**config.mk**
```make
export PLATFORM = sky130hd
export DESIGN_NAME = gate_adder_unit_flat
export DESIGN_NICKNAME = d
export VERILOG_FILES = /design/src/rtl/gate_adder_unit_if.sv /design/src/rtl/gate_adder_unit.sv /design/src/flat_wrapper.sv
export SDC_FILE = /design/constraint.sdc
export NUM_CORES = 1
export LEC_CHECK = 0
export ABC_AREA = 0
export BUFFER_PORTS_ARGS = -buffer_cell sky130_fd_sc_hd__buf_2
export CORE_UTILIZATION = 38
export DETAILED_ROUTE_END_ITERATION = 6
export REMOVE_ABC_BUFFERS = 1
export SYNTH_ARGS = -nofsm -noshare
export SYNTH_HDL_FRONTEND = slang
export SYNTH_SLANG_ARGS = --single-unit
```
**constraint.sdc**
```tcl
create_clock -name clk -period 1.1 [get_ports clk]
set_clock_uncertainty 0.2 [all_clocks]
set_input_delay 0.22 -clock clk [delete_from_list [all_inputs] [get_ports clk]]
set_output_delay 0.22 -clock clk [all_outputs]
set_load 0.01 [all_outputs]
```
**src/rtl/gate_adder_unit_if.sv**
```systemverilog
// Operand/result bundle for gate_adder_unit: request fields from the master,
// registered result and carry vector back from the slave.
interface gate_adder_unit_if #(
    parameter int WIDTH = 4
);
    logic             in_valid;
    logic [WIDTH-1:0] a;
    logic [WIDTH-1:0] b;
    logic [1:0]       op;
    logic [WIDTH-1:0] y;
    logic [WIDTH-1:0] c;
    logic             out_valid;

    modport master (
        output in_valid, a, b, op,
        input  y, c, out_valid
    );

    modport slave (
        input  in_valid, a, b, op,
        output y, c, out_valid
    );
endinterface

```
**src/rtl/gate_adder_unit.sv**
```systemverilog
// Bitwise AND/XOR, per-bit half adders and a ripple-carry adder built only from
// 2-input AND and XOR cells, with a single registered output stage.
module gate_adder_unit #(
    parameter int WIDTH = 4
) (
    input logic              clk,
    input logic              rst,
    gate_adder_unit_if.slave bus
);
    logic [WIDTH-1:0] prop;
    logic [WIDTH-1:0] gen;
    logic [WIDTH-1:0] rca_sum;
    logic [WIDTH-1:0] rca_carry;

    assign prop = bus.a ^ bus.b;
    assign gen  = bus.a & bus.b;

    // Stage 0 is a half adder; the two carry terms of each full adder can never
    // both be 1, so XOR stands in for the usual OR.
    assign rca_sum[0]   = prop[0];
    assign rca_carry[0] = gen[0];

    for (genvar i = 1; i < WIDTH; i++) begin : g_full_adder
        assign rca_sum[i]   = prop[i] ^ rca_carry[i-1];
        assign rca_carry[i] = gen[i] ^ (rca_carry[i-1] & prop[i]);
    end

    // One-hot operation decode; inversion is XOR with 1 so the datapath stays
    // within the two allowed cell types.
    logic op0_n;
    logic op1_n;
    logic sel_and;
    logic sel_xor;
    logic sel_ha;
    logic sel_rca;

    assign op0_n   = bus.op[0] ^ 1'b1;
    assign op1_n   = bus.op[1] ^ 1'b1;
    assign sel_and = op1_n & op0_n;
    assign sel_xor = bus.op[1] ^ bus.op[0];
    assign sel_ha  = bus.op[1] & op0_n;
    assign sel_rca = bus.op[1] & bus.op[0];

    // Selected terms are mutually exclusive, so XOR merges them like a mux.
    logic [WIDTH-1:0] y_next;
    logic [WIDTH-1:0] c_next;

    assign y_next = ({WIDTH{sel_and}} & gen)
                  ^ ({WIDTH{sel_xor}} & prop)
                  ^ ({WIDTH{sel_rca}} & rca_sum);
    assign c_next = ({WIDTH{sel_ha}}  & gen)
                  ^ ({WIDTH{sel_rca}} & rca_carry);

    // NOTE: state is written with non-blocking assignments so every register
    // samples the pre-edge values regardless of statement order.
    always_ff @(posedge clk or posedge rst) begin
        if (rst) begin
            bus.y         <= '0;
            bus.c         <= '0;
            bus.out_valid <= 1'b0;
        end else begin
            bus.out_valid <= bus.in_valid;
            if (bus.in_valid) begin
                bus.y <= y_next;
                bus.c <= c_next;
            end
        end
    end
endmodule

```
**src/flat_wrapper.sv**
```systemverilog
// flat-port wrapper written by rule: the top's interface ports become plain ports
module gate_adder_unit_flat 
#(
    parameter int WIDTH = 4
)
  (clk, rst, bus_in_valid, bus_a, bus_b, bus_op, bus_y, bus_c, bus_out_valid);
  gate_adder_unit_if #(.WIDTH(WIDTH)) bus_i ();
  input logic clk;
  input logic rst;
  input wire logic [$bits(bus_i.in_valid)-1:0] bus_in_valid;
  input wire logic [$bits(bus_i.a)-1:0] bus_a;
  input wire logic [$bits(bus_i.b)-1:0] bus_b;
  input wire logic [$bits(bus_i.op)-1:0] bus_op;
  output wire logic [$bits(bus_i.y)-1:0] bus_y;
  output wire logic [$bits(bus_i.c)-1:0] bus_c;
  output wire logic [$bits(bus_i.out_valid)-1:0] bus_out_valid;
  assign bus_i.in_valid = bus_in_valid;
  assign bus_i.a = bus_a;
  assign bus_i.b = bus_b;
  assign bus_i.op = bus_op;
  assign bus_y = bus_i.y;
  assign bus_c = bus_i.c;
  assign bus_out_valid = bus_i.out_valid;
  gate_adder_unit #(.WIDTH(WIDTH)) u_core (.clk(clk), .rst(rst), .bus(bus_i));
endmodule
```
==> results.md, run 1 <==
* Maxcap violations at 0
* CTS Buf Count at 3
* Seq/Total Area, Yosys at 33.8%
* Hold Path Class: in2reg
* Multi-input logic area at 518 sq um
* Global-route usage over all layers at 19.5%
* Finished Layout Cells at 126
* Final RePlAce weighted congestion at 0.826
* Actual slew at the worst max-slew pin at 0.347 ns
* Placed cell count at 111
* Clock Path Buffers at 2
* Drt drc at 0
* Final WS setup at -1.11 ns
* Rel. slew slack at 76.8%
* Final TNS setup at -4.91 ns
* Fmax at 0.453 GHz
* Full die area at 1920 sq um
* Synthesized flop and latch total at 9
* Vias at 608
* Commonest non-fill, non-tap cell in the layout: buf_4
* CTS clk-pin slew, worst paths at 0.06 ns
* Initial Utilization at 42.2%
* H-tree levels at 1
* ANT cells at 0
* Hpwl dp at 1.04 mm
* CTS Root Cell: clkbuf_4
* Worst setup path startpoint: bus_a[0]
* Distinct cells, synth at 17
* Critical path fanouts, max at 2
* Leakage at 0.598 nW
* Port buffer count at 21
* Num rows at 14
* PD cells at 999 nW/um^2
* Met3 Routed Length at 90 um
* Die height at 43.9 um
* Share of cells above drive strength 1 at 57.3%
* Max layer used: met4
* Post-synthesis instance area at 666 sq um
* Failing checks: negative setup slack
* Avg Synthesized Cell Area at 10.4 sq um
* Final antenna-violating net count at 0
* Worst hold start: bus_in_valid
* Hold WS at 0.0781 ns
* Met1 WL at 641 um
* Core ar. at 1580 sq um
* RSZ-0062 raised after global routing: true
* Most frequent cells in the layout: 18 x buf_4, 17 x buf_2, 13 x nand2_1, 9 x dfrtp_1, 8 x buf_6
* Core Util, Final at 71.5%
* First-pass GRT wire length at 2.66 mm
* FF-to-FF Start: u_core.bus.y[1]
* Critical Path RT at 1.05 ns
* Maximum vdd drop at 693 uV
* CP Launch Type: input pin
* Routed len/inst at 12.9 um
* Slew Viols, Final at 0
* DRT iter0 DRCs at 11
* Outcome: finished with violations
* Final WL at 1.63 mm
* Final Power at 1.13 mW
* YS warnings at 0
* Final period utilization at 201%
* Min cycle time layout at 2.21 ns
* CTS tree: yes
* Final hold violation count at 0
* Clk_lat worst skew at 0.26 ns
* I/O pin cnt at 22
* Largest net degree at the start of global routing at 10
* # clock sinks at 9
* Crit end category: register
* Setup violators final at 17
* # fillers at 116
* Critical path arrival at 2.16 ns
* Layout net count at 134
* GR Overflow Total at 0
* Setup Crit Path Kind: in2reg
* Sequential Area at 225 sq um
* Number of global-route vias before repair at 666
* Layout area overhead at 69.4%
* Via density at 4.83
* Initial antenna violation count at 0
* Met2 wire length at 883 um
* Die width at 43.9 um
* Cells after Synth at 64
* Drt first pass iters at 4
## sequential cells by signal, summed over array words and instances, names as in the netlist
name and count:
u_core.bus.out_valid 1, u_core.bus.y 4, u_core.bus.c 4
## final cells by class
| class | instances | share of cell area (%) |
|---|---|---|
| tap | 16 | 1.78 |
| timing repair buffer | 44 | 28.4 |
| inverter | 4 | 1.55 |
| clock buffer | 4 | 2.33 |
| multi-input combinational | 49 | 45.9 |
| sequential | 9 | 20.0 |
## path summary, 6_finish.rpt
kind / end / slack (ns) / cells past startpoint
setup / recovery: u_core.bus.y[3] / -1.11 / 8
hold / removal: u_core.bus.c[3] / 0.08 / 2
setup reg to reg: u_core.bus.y[1] / 0.02 / 2
hold reg to reg: u_core.bus.c[0] / 0.30 / 2
max in group asynchronous: u_core.bus.c[0] / 0.20 / 3
min in group asynchronous: u_core.bus.y[2] / 0.25 / 3
## logic make-up after synthesis
| family | count (synthesis) | synth area share, % |
|---|---|---|
| and+or+nand+nor | 22 | 12.8 |
| adders and majority gates | 10 | 22.2 |
| AOI/OAI and AO/OA | 6 | 5.07 |
| muxes | 3 | 5.64 |
| xor gates and xnor gates | 8 | 16.7 |
| DFF | 9 | 33.8 |
| buffers and inverters | 6 | 3.76 |
## power by group
| part | switching (mW) | total (mW) | internal [mW] |
|---|---|---|---|
| clock | 0.124 | 0.264 | 0.140 |
| combinational | 0.192 | 0.462 | 0.271 |
| sequential | 0.0219 | 0.399 | 0.377 |
## synthesized netlist by cell type (all sizes together)
cell type / instances / area share [%]
inv: 4 / 2.3
xnor2: 3 / 3.9
xnor3: 3 / 10
a21oi: 3 / 2.3
mux2: 3 / 5.6
xor2: 2 / 2.6
dfrtp: 9 / 34
a21o: 1 / 1.1
nor2: 4 / 2.3
nand2: 16 / 9.0
ha: 7 / 13
o21ai: 1 / 0.75
buf: 2 / 1.5
fa: 3 / 9.0
nand3: 2 / 1.5
a31oi: 1 / 0.94
## stage by stage
step / cell area (sq um) / setup slack [ns]
final: 1130 / -1.11
after global routing: 1130 / -1.16
after CTS: 1030 / -1.19
after detailed placement: 871 / -1.60
after global placement: 871 / -1.56
after floorplan: 656 / -1.41
## timing repair
action | in CTS | in global routing
resized for setup | 20 | 13
pin swaps | 12 | 12
setup buffers | 4 | 8
hold endpoints to repair | 9 | 0
hold buffers | 1 | 0
endpoints found under the setup margin | 17 | 17
## critical path, stage by stage
cell and delay [ns]:
buf_6 0.10, ha_4 0.15, fa_2 0.35, fa_2 0.37, fa_1 0.48, nand2_1 0.06, xnor3_1 0.17, mux2_4 0.26
## layer usage
metal,up-vias,track usage (%)
li1,297,-
met3,2,6.25
met5,-,0
met4,0,7.88
met1,288,21.7
met2,21,34.3
(Power assumes the default switching activity.)
==> inputs of run 2 (changes only) <==
--- a/config.mk
+++ b/config.mk
@@ -7,8 +7,9 @@
 export LEC_CHECK = 0
 export ABC_AREA = 0
 export BUFFER_PORTS_ARGS = -buffer_cell sky130_fd_sc_hd__buf_2
-export CORE_UTILIZATION = 38
+export CORE_UTILIZATION = 48
 export DETAILED_ROUTE_END_ITERATION = 6
+export PLACE_DENSITY = 0.76
 export REMOVE_ABC_BUFFERS = 1
 export SYNTH_ARGS = -nofsm -noshare
 export SYNTH_HDL_FRONTEND = slang
==> constraint.sdc (replaced) <==
create_clock -name clk -period 2.4 [get_ports clk]
set_clock_uncertainty 0.2 [all_clocks]
set_input_delay 0.48 -clock clk [delete_from_list [all_inputs] [get_ports clk]]
set_output_delay 0.48 -clock clk [all_outputs]
set_load 0.01 [all_outputs]
==> run 2 against run 1 <==
  * Final cell count fell by 17%
  * Global-route usage increased by 1.3 points
  * Highest routed layer is now met3
  * Largest power group is now sequential cells
  * First-iteration DRC count is 36% lower
  * The run still ends with negative setup slack left
  * Flip-flop and latch count unchanged
  * Critical path depth stayed put
  * Clock-buffer cell count decreased by 1
  * Clock power shrank 55%
==> results.md, run 2 (same netlist as run 1, synthesis figures left out) <==
* Actual slew at the worst max-slew pin at 0.350 ns (+0.00213 ns)
* FF-to-FF End: u_core.bus.y[3]
* H-tree levels at 1 (unchanged)
* Multi-input logic area at 437 sq um (-16%)
* CP Launch Type: input pin
* DRT iter0 DRCs at 7 (-4)
* Die width at 39.2 um (-11%)
* Core Util, Final at 66.5% (-5.0 points)
* Die height at 39.2 um (-11%)
* Outcome: finished with violations
* Worst hold start: bus_in_valid
* Critical path fanouts, max at 2 (unchanged)
* Setup Crit Path Kind: in2reg
* Clock Path Buffers at 2 (unchanged)
* Min cycle time layout at 2.50 ns
* # clock sinks at 9 (unchanged)
* Drt drc at 0 (unchanged)
* Maximum vdd drop at 512 uV (-26%)
* Hold path depth at 1 (-1)
* Final antenna-violating net count at 0 (unchanged)
* First-pass GRT wire length at 2.06 mm (-23%)
* RSZ-0062 raised after global routing: true
* Initial Utilization at 51.2% (+8.9 points)
* Final hold violation count at 0 (unchanged)
* Final RePlAce weighted congestion at 0.785 (-5.0%)
* Hold WS at 0.284 ns (+0.206 ns)
* FF-to-FF path depth at 1 (-1)
* Pint at 0.314 mW (-60%)
* Num rows at 13 (-1)
* Crit end category: register
* CP max stage delay at 0.50 ns (+0.02 ns)
* Full die area at 1540 sq um (-20%)
* Top delay family on crit path: adder cells
* Number of global-route vias before repair at 505 (-24%)
* Register-to-register setup slack at 1.44 ns (+1.42 ns)
* CTS Root Cell: clkbuf_4
* Final period utilization at 104%
* I/O pin cnt at 22 (unchanged)
* FF-to-FF Start: u_core.bus.y[3]
* Sequential Area at 225 sq um (unchanged)
* Top Registers: u_core.bus.c x4, u_core.bus.y x4, u_core.bus.out_valid x1
* Final WS setup at -0.101 ns (+1.01 ns)
* Final Power at 0.449 mW (-60%)
* Hpwl dp at 987 um (-4.8%)
* CTS tree: yes
* Critical path arrival at 2.45 ns (+0.29 ns)
* Most frequent cells in the layout: 19 x buf_2, 16 x nand2_1, 9 x dfrtp_1, 6 x ha_1
* Switching Share at 30.0% (about the same)
* PD cells at 518 nW/um^2 (-48%)
* Via density at 5.07 (+5.0%)
* Worst path cell trace: buf_6 -> ha_4 -> fa_2 -> fa_2 -> fa_1 -> nand2_1 -> xnor3_1 -> mux2_4
* Clock network power share at 26.5% (+3.0 points)
* Clk_lat worst skew at 0.26 ns (about the same)
* CTS clk-pin slew, worst paths at 0.07 ns (about the same)
* Setup violators final at 1 (-16)
* Hold Path Class: in2reg
* Layout area overhead at 30.1%
* Worst setup path startpoint: bus_a[0]
* Share of cells above drive strength 1 at 36.7% (-21 points)
* Net load switching power at 0.135 mW (-60%)
* Fmax at 0.400 GHz
* Rel. slew slack at 76.7% (-0.14 points)
* Port buffer count at 21 (unchanged)
* GR Overflow Total at 0 (unchanged)
* Layout net count at 114 (-15%)
* Commonest non-fill, non-tap cell in the layout: buf_2
* Post-CTS setup repair buffer count at 0 (-4)
* Largest net degree at the start of global routing at 15 (+5)
* CTS Buf Count at 3 (unchanged)
* Slowest CP cell: fa_1
* Slew Viols, Final at 0 (unchanged)
* Post-Place Setup Slack at -0.560 ns (+1.04 ns)
* Failing checks: negative setup slack
* Power share of the sequential group at 40.6% (+5.1 points)
* ANT cells at 0 (unchanged)
* Worst Hold Endpoint: u_core.bus.out_valid
* Core ar. at 1300 sq um (-17%)
* Drt first pass iters at 4 (unchanged)
* Routed len/inst at 12.0 um (-7.3%)
* Vias at 532 (-13%)
* Maxcap violations at 0 (unchanged)
* Critical Path RT at 2.35 ns (+1.30 ns)
* Global-route usage over all layers at 20.8% (+1.3 points)
* Initial antenna violation count at 0 (unchanged)
* WP buf/inv at 1 (unchanged)
* Logic gate share of total power at 32.9% (-8.2 points)
* CP most frequent cell: fa_2
* Leakage at 0.463 nW (-23%)
* Final WL at 1.26 mm (-23%)
* # fillers at 110 (-5.2%)
-- run 2: through the flow --
stage / TNS [ns] / cells / instance area, sq um
4_1_cts: -0.154 / 105 / 850
6_report: -0.101 / 105 / 866
3_3_place_gp: -0.845 / 100 / 795
3_5_place_dp: -0.942 / 100 / 795
2_1_floorplan: -0.401 / 62 / 656
5_1_grt: -0.169 / 105 / 866
-- run 2: what timing repair did --
| action | CTS | global route |
|---|---|---|
| setup endpoints to repair | 1 | 1 |
| gates cloned | 0 | 0 |
| resized for setup | 4 | 3 |
| hold endpoints to repair | 9 | 0 |
| pin swaps | 2 | 4 |
| hold buffers | 1 | 0 |
-- run 2: power groups by stage --
stage / registers (mW) / clock network [mW] / logic [mW]
after floorplan: 0.196 / 0 / 0.0749
after global placement: 0.185 / 0 / 0.136
after detailed placement: 0.185 / 0 / 0.139
after CTS: 0.183 / 0.122 / 0.145
after global routing: 0.186 / 0.128 / 0.168
final: 0.182 / 0.119 / 0.148
-- run 2: metal layers --
| layer | share of wire (%) | GRT usage [%] | vias up |
|---|---|---|---|
| li1 | - | - | 258 |
| met1 | 39 | 23.1 | 253 |
| met2 | 55 | 37.5 | 21 |
| met3 | 6.5 | 8.67 | 0 |
| met4 | 0 | 2.59 | 0 |
| met5 | 0 | 0 | - |
-- run 2: worst max path at each step --
stage / end / slack (ns) / cells after the start
6_report: u_core.bus.y[3] / -0.10 / 8
3_5_place_dp: u_core.bus.y[3] / -0.56 / 8
2_1_floorplan: u_core.bus.y[3] / -0.37 / 7
5_1_grt: u_core.bus.y[3] / -0.17 / 8
3_3_place_gp: u_core.bus.y[3] / -0.51 / 8
4_1_cts: u_core.bus.y[3] / -0.15 / 8
-- run 2: layout make-up --
| cell class | instances | share of cell area (%) |
|---|---|---|
| Timing Repair Buffer | 24 | 16.5 |
| Multi-Input combinational cell | 49 | 50.4 |
| Tap cell | 15 | 2.17 |
| Clock buffer | 3 | 2.60 |
| Clock inverter | 1 | 0.578 |
| Inverter | 4 | 1.73 |
| Sequential cell | 9 | 26.0 |
==> inputs of run 3 (changes only) <==
--- a/config.mk
+++ b/config.mk
@@ -7,6 +7,7 @@
 export LEC_CHECK = 0
 export ABC_AREA = 0
 export BUFFER_PORTS_ARGS = -buffer_cell sky130_fd_sc_hd__buf_2
+export CORE_MARGIN = 4
 export CORE_UTILIZATION = 48
 export DETAILED_ROUTE_END_ITERATION = 6
 export PLACE_DENSITY = 0.76
==> run 3 against run 2 <==
  * First-iteration DRC count is 71% lower
  * Fmax hardly changed
  * Via count is 2.6% lower
  * Hold slack worse by 0.0047 ns
  * Flip-flop and latch count stayed put
  * Combinational power is 3% lower
  * Utilization is 1.3 points lower
  * Power is 1.0% lower
  * The flow still finishes with violations (negative setup slack)
  * Sequential power hardly changed
  * Sequential share of layout area is 0.54 points higher
  * Clock-buffer cell count is 1 higher
  * Largest power group unchanged
  * Non-clock buffer count stayed put
==> results.md, run 3 (same netlist as run 1, synthesis figures left out) <==
* Final Power at 0.444 mW (-1.0%)
* Setup Crit Path Kind: in2reg
* Maxcap violations at 0 (unchanged)
* RSZ-0062 raised after global routing: true
* Design area at 848 sq um (-2.0%)
* Via density at 4.93 (-2.6%)
* Slew Viols, Final at 0 (unchanged)
* Layout net count at 114 (unchanged)
* Worst Hold Endpoint: u_core.bus.out_valid
* Drt first pass iters at 4 (unchanged)
* Setup violators final at 1 (unchanged)
* Commonest non-fill, non-tap cell in the layout: buf_2
* Most frequent cells in the layout: 21 x buf_2, 16 x nand2_1, 9 x dfrtp_1, 6 x ha_1
* First-pass GRT wire length at 2.08 mm (+0.97%)
* Worst hold start: bus_in_valid
* Leakage at 0.452 nW (-2.3%)
* Number of global-route vias before repair at 525 (+4.0%)
* Worst path cell trace: buf_2 -> ha_4 -> fa_2 -> fa_2 -> fa_1 -> nand2_1 -> xnor3_1 -> mux2_2
* Hold path depth at 1 (unchanged)
* GR Overflow Total at 0 (unchanged)
* Critical Path RT at 2.35 ns (about the same)
* Slowest CP cell: fa_1
* Clk_lat worst skew at 0.26 ns (about the same)
* CTS tree: yes
* Clock Path Buffers at 2 (unchanged)
* CP Launch Type: input pin
* Top Registers: u_core.bus.c x4, u_core.bus.y x4, u_core.bus.out_valid x1
* Failing checks: negative setup slack
* PD cells at 524 nW/um^2 (+1.0%)
* Die width at 45.2 um (+15%)
* H-tree levels at 1 (unchanged)
* Global-route usage over all layers at 14.6% (-6.2 points)
* FF-to-FF End: u_core.bus.y[2]
* Crit end category: register
* CTS clk-pin slew, worst paths at 0.06 ns (about the same)
* Hold Path Class: in2reg
* Layout area overhead at 27.4%
* Final WS setup at -0.103 ns (-0.00215 ns)
* Die height at 45.2 um (+15%)
* Largest net degree at the start of global routing at 15 (unchanged)
* Vias at 518 (-2.6%)
* Register-to-register setup slack at 1.44 ns (about the same)
* Full die area at 2050 sq um (+33%)
* Final period utilization at 104% (about the same)
* Share of cells above drive strength 1 at 35.6% (-1.1 points)
* Top delay family on crit path: adder cells
* Final WL at 1.30 mm (+3.2%)
* Post-Place Setup Slack at -0.537 ns (+0.0238 ns)
* Final RePlAce weighted congestion at 0.811 (+3.3%)
* CP most frequent cell: fa_2
* FF-to-FF path depth at 1 (unchanged)
* Maximum vdd drop at 390 uV (-24%)
* Actual slew at the worst max-slew pin at 0.339 ns (-0.0107 ns)
* DRT iter0 DRCs at 2 (-5)
* Routed len/inst at 12.3 um (+3.2%)
* Rel. slew slack at 77.4% (+0.71 points)
* Initial antenna violation count at 0 (unchanged)
* Drt drc at 0 (unchanged)
* Final antenna-violating net count at 0 (unchanged)
* # fillers at 109 (-0.91%)
* Core ar. at 1300 sq um (unchanged)
* CP max stage delay at 0.48 ns (-0.02 ns)
* Placed cell areas at 795 sq um (unchanged)
* Fmax at 0.399 GHz (about the same)
* WP buf/inv at 1 (unchanged)
* Final hold violation count at 0 (unchanged)
* Min cycle time layout at 2.50 ns (+0.00216 ns)
* Critical path arrival at 2.45 ns (about the same)
* CTS Buf Count at 3 (unchanged)
* CP Depth at 8 (unchanged)
* Num rows at 13 (unchanged)
* Port buffer count at 21 (unchanged)
* I/O pin cnt at 22 (unchanged)
* ANT cells at 0 (unchanged)
* Hpwl dp at 1.11 mm (+12%)
* Outcome: finished with violations
* Initial Utilization at 51.2% (unchanged)
* Critical path fanouts, max at 2 (unchanged)
* # clock sinks at 9 (unchanged)
* CTS Root Cell: clkbuf_4
* FF-to-FF Start: u_core.bus.y[2]
-- run 3: through the flow --
| stage | cells | utilization [%] | hold slack [ns] | TNS [ns] |
|---|---|---|---|---|
| after global placement | 100 | 61.1 | 0.247 | -0.846 |
| after CTS | 105 | 65.2 | 0.270 | -0.114 |
| after global routing | 105 | 65.2 | 0.267 | -0.151 |
| after floorplan | 62 | - | 0.108 | -0.401 |
| final | 105 | 65.2 | 0.279 | -0.103 |
| after detailed placement | 100 | 61.1 | 0.259 | -0.946 |
-- run 3: timing repair --
item,4_1_cts,5_1_grt
resized for setup,4,0
setup buffers,0,0
hold buffers,1,0
hold endpoints to repair,9,0
endpoints found under the setup margin,1,1
pin swaps,1,0
-- run 3: layout make-up --
type / instances / area [sq um] / share of cell area [%]
clock buffers: 4 / 26.3 / 3.10
inverters: 4 / 15.0 / 1.77
multi-input cells: 49 / 433 / 51.0
flip-flops and latches: 9 / 225 / 26.5
well taps: 15 / 18.8 / 2.21
repair buffers: 24 / 130 / 15.3
-- run 3: power breakdown --
group | leakage [nW] | internal (mW) | switching (mW)
Sequential | 0.111 | 0.173 | 0.0103
Clock | 0.0150 | 0.0641 | 0.0529
Combinational | 0.326 | 0.0754 | 0.0686
Total | 0.452 | 0.313 | 0.132
-- run 3: how the worst max path moves through the flow --
stage                     startpoint         endpoint  slack (ns)
final                       bus_b[0]  u_core.bus.y[3]       -0.10
after global routing        bus_b[0]  u_core.bus.y[3]       -0.15
after CTS                   bus_b[0]  u_core.bus.y[3]       -0.11
after detailed placement    bus_b[0]  u_core.bus.y[3]       -0.54
after global placement      bus_b[0]  u_core.bus.y[3]       -0.51
after floorplan             bus_b[0]  u_core.bus.y[3]       -0.37
-- run 3: routing by layer --
layer	track usage [%]	up-vias	share of wire, %
met5	0	-	0
met4	3.51	0	0.46
met3	7.17	2	6.5
met2	25.7	17	55
met1	15.4	238	38
li1	-	261	-
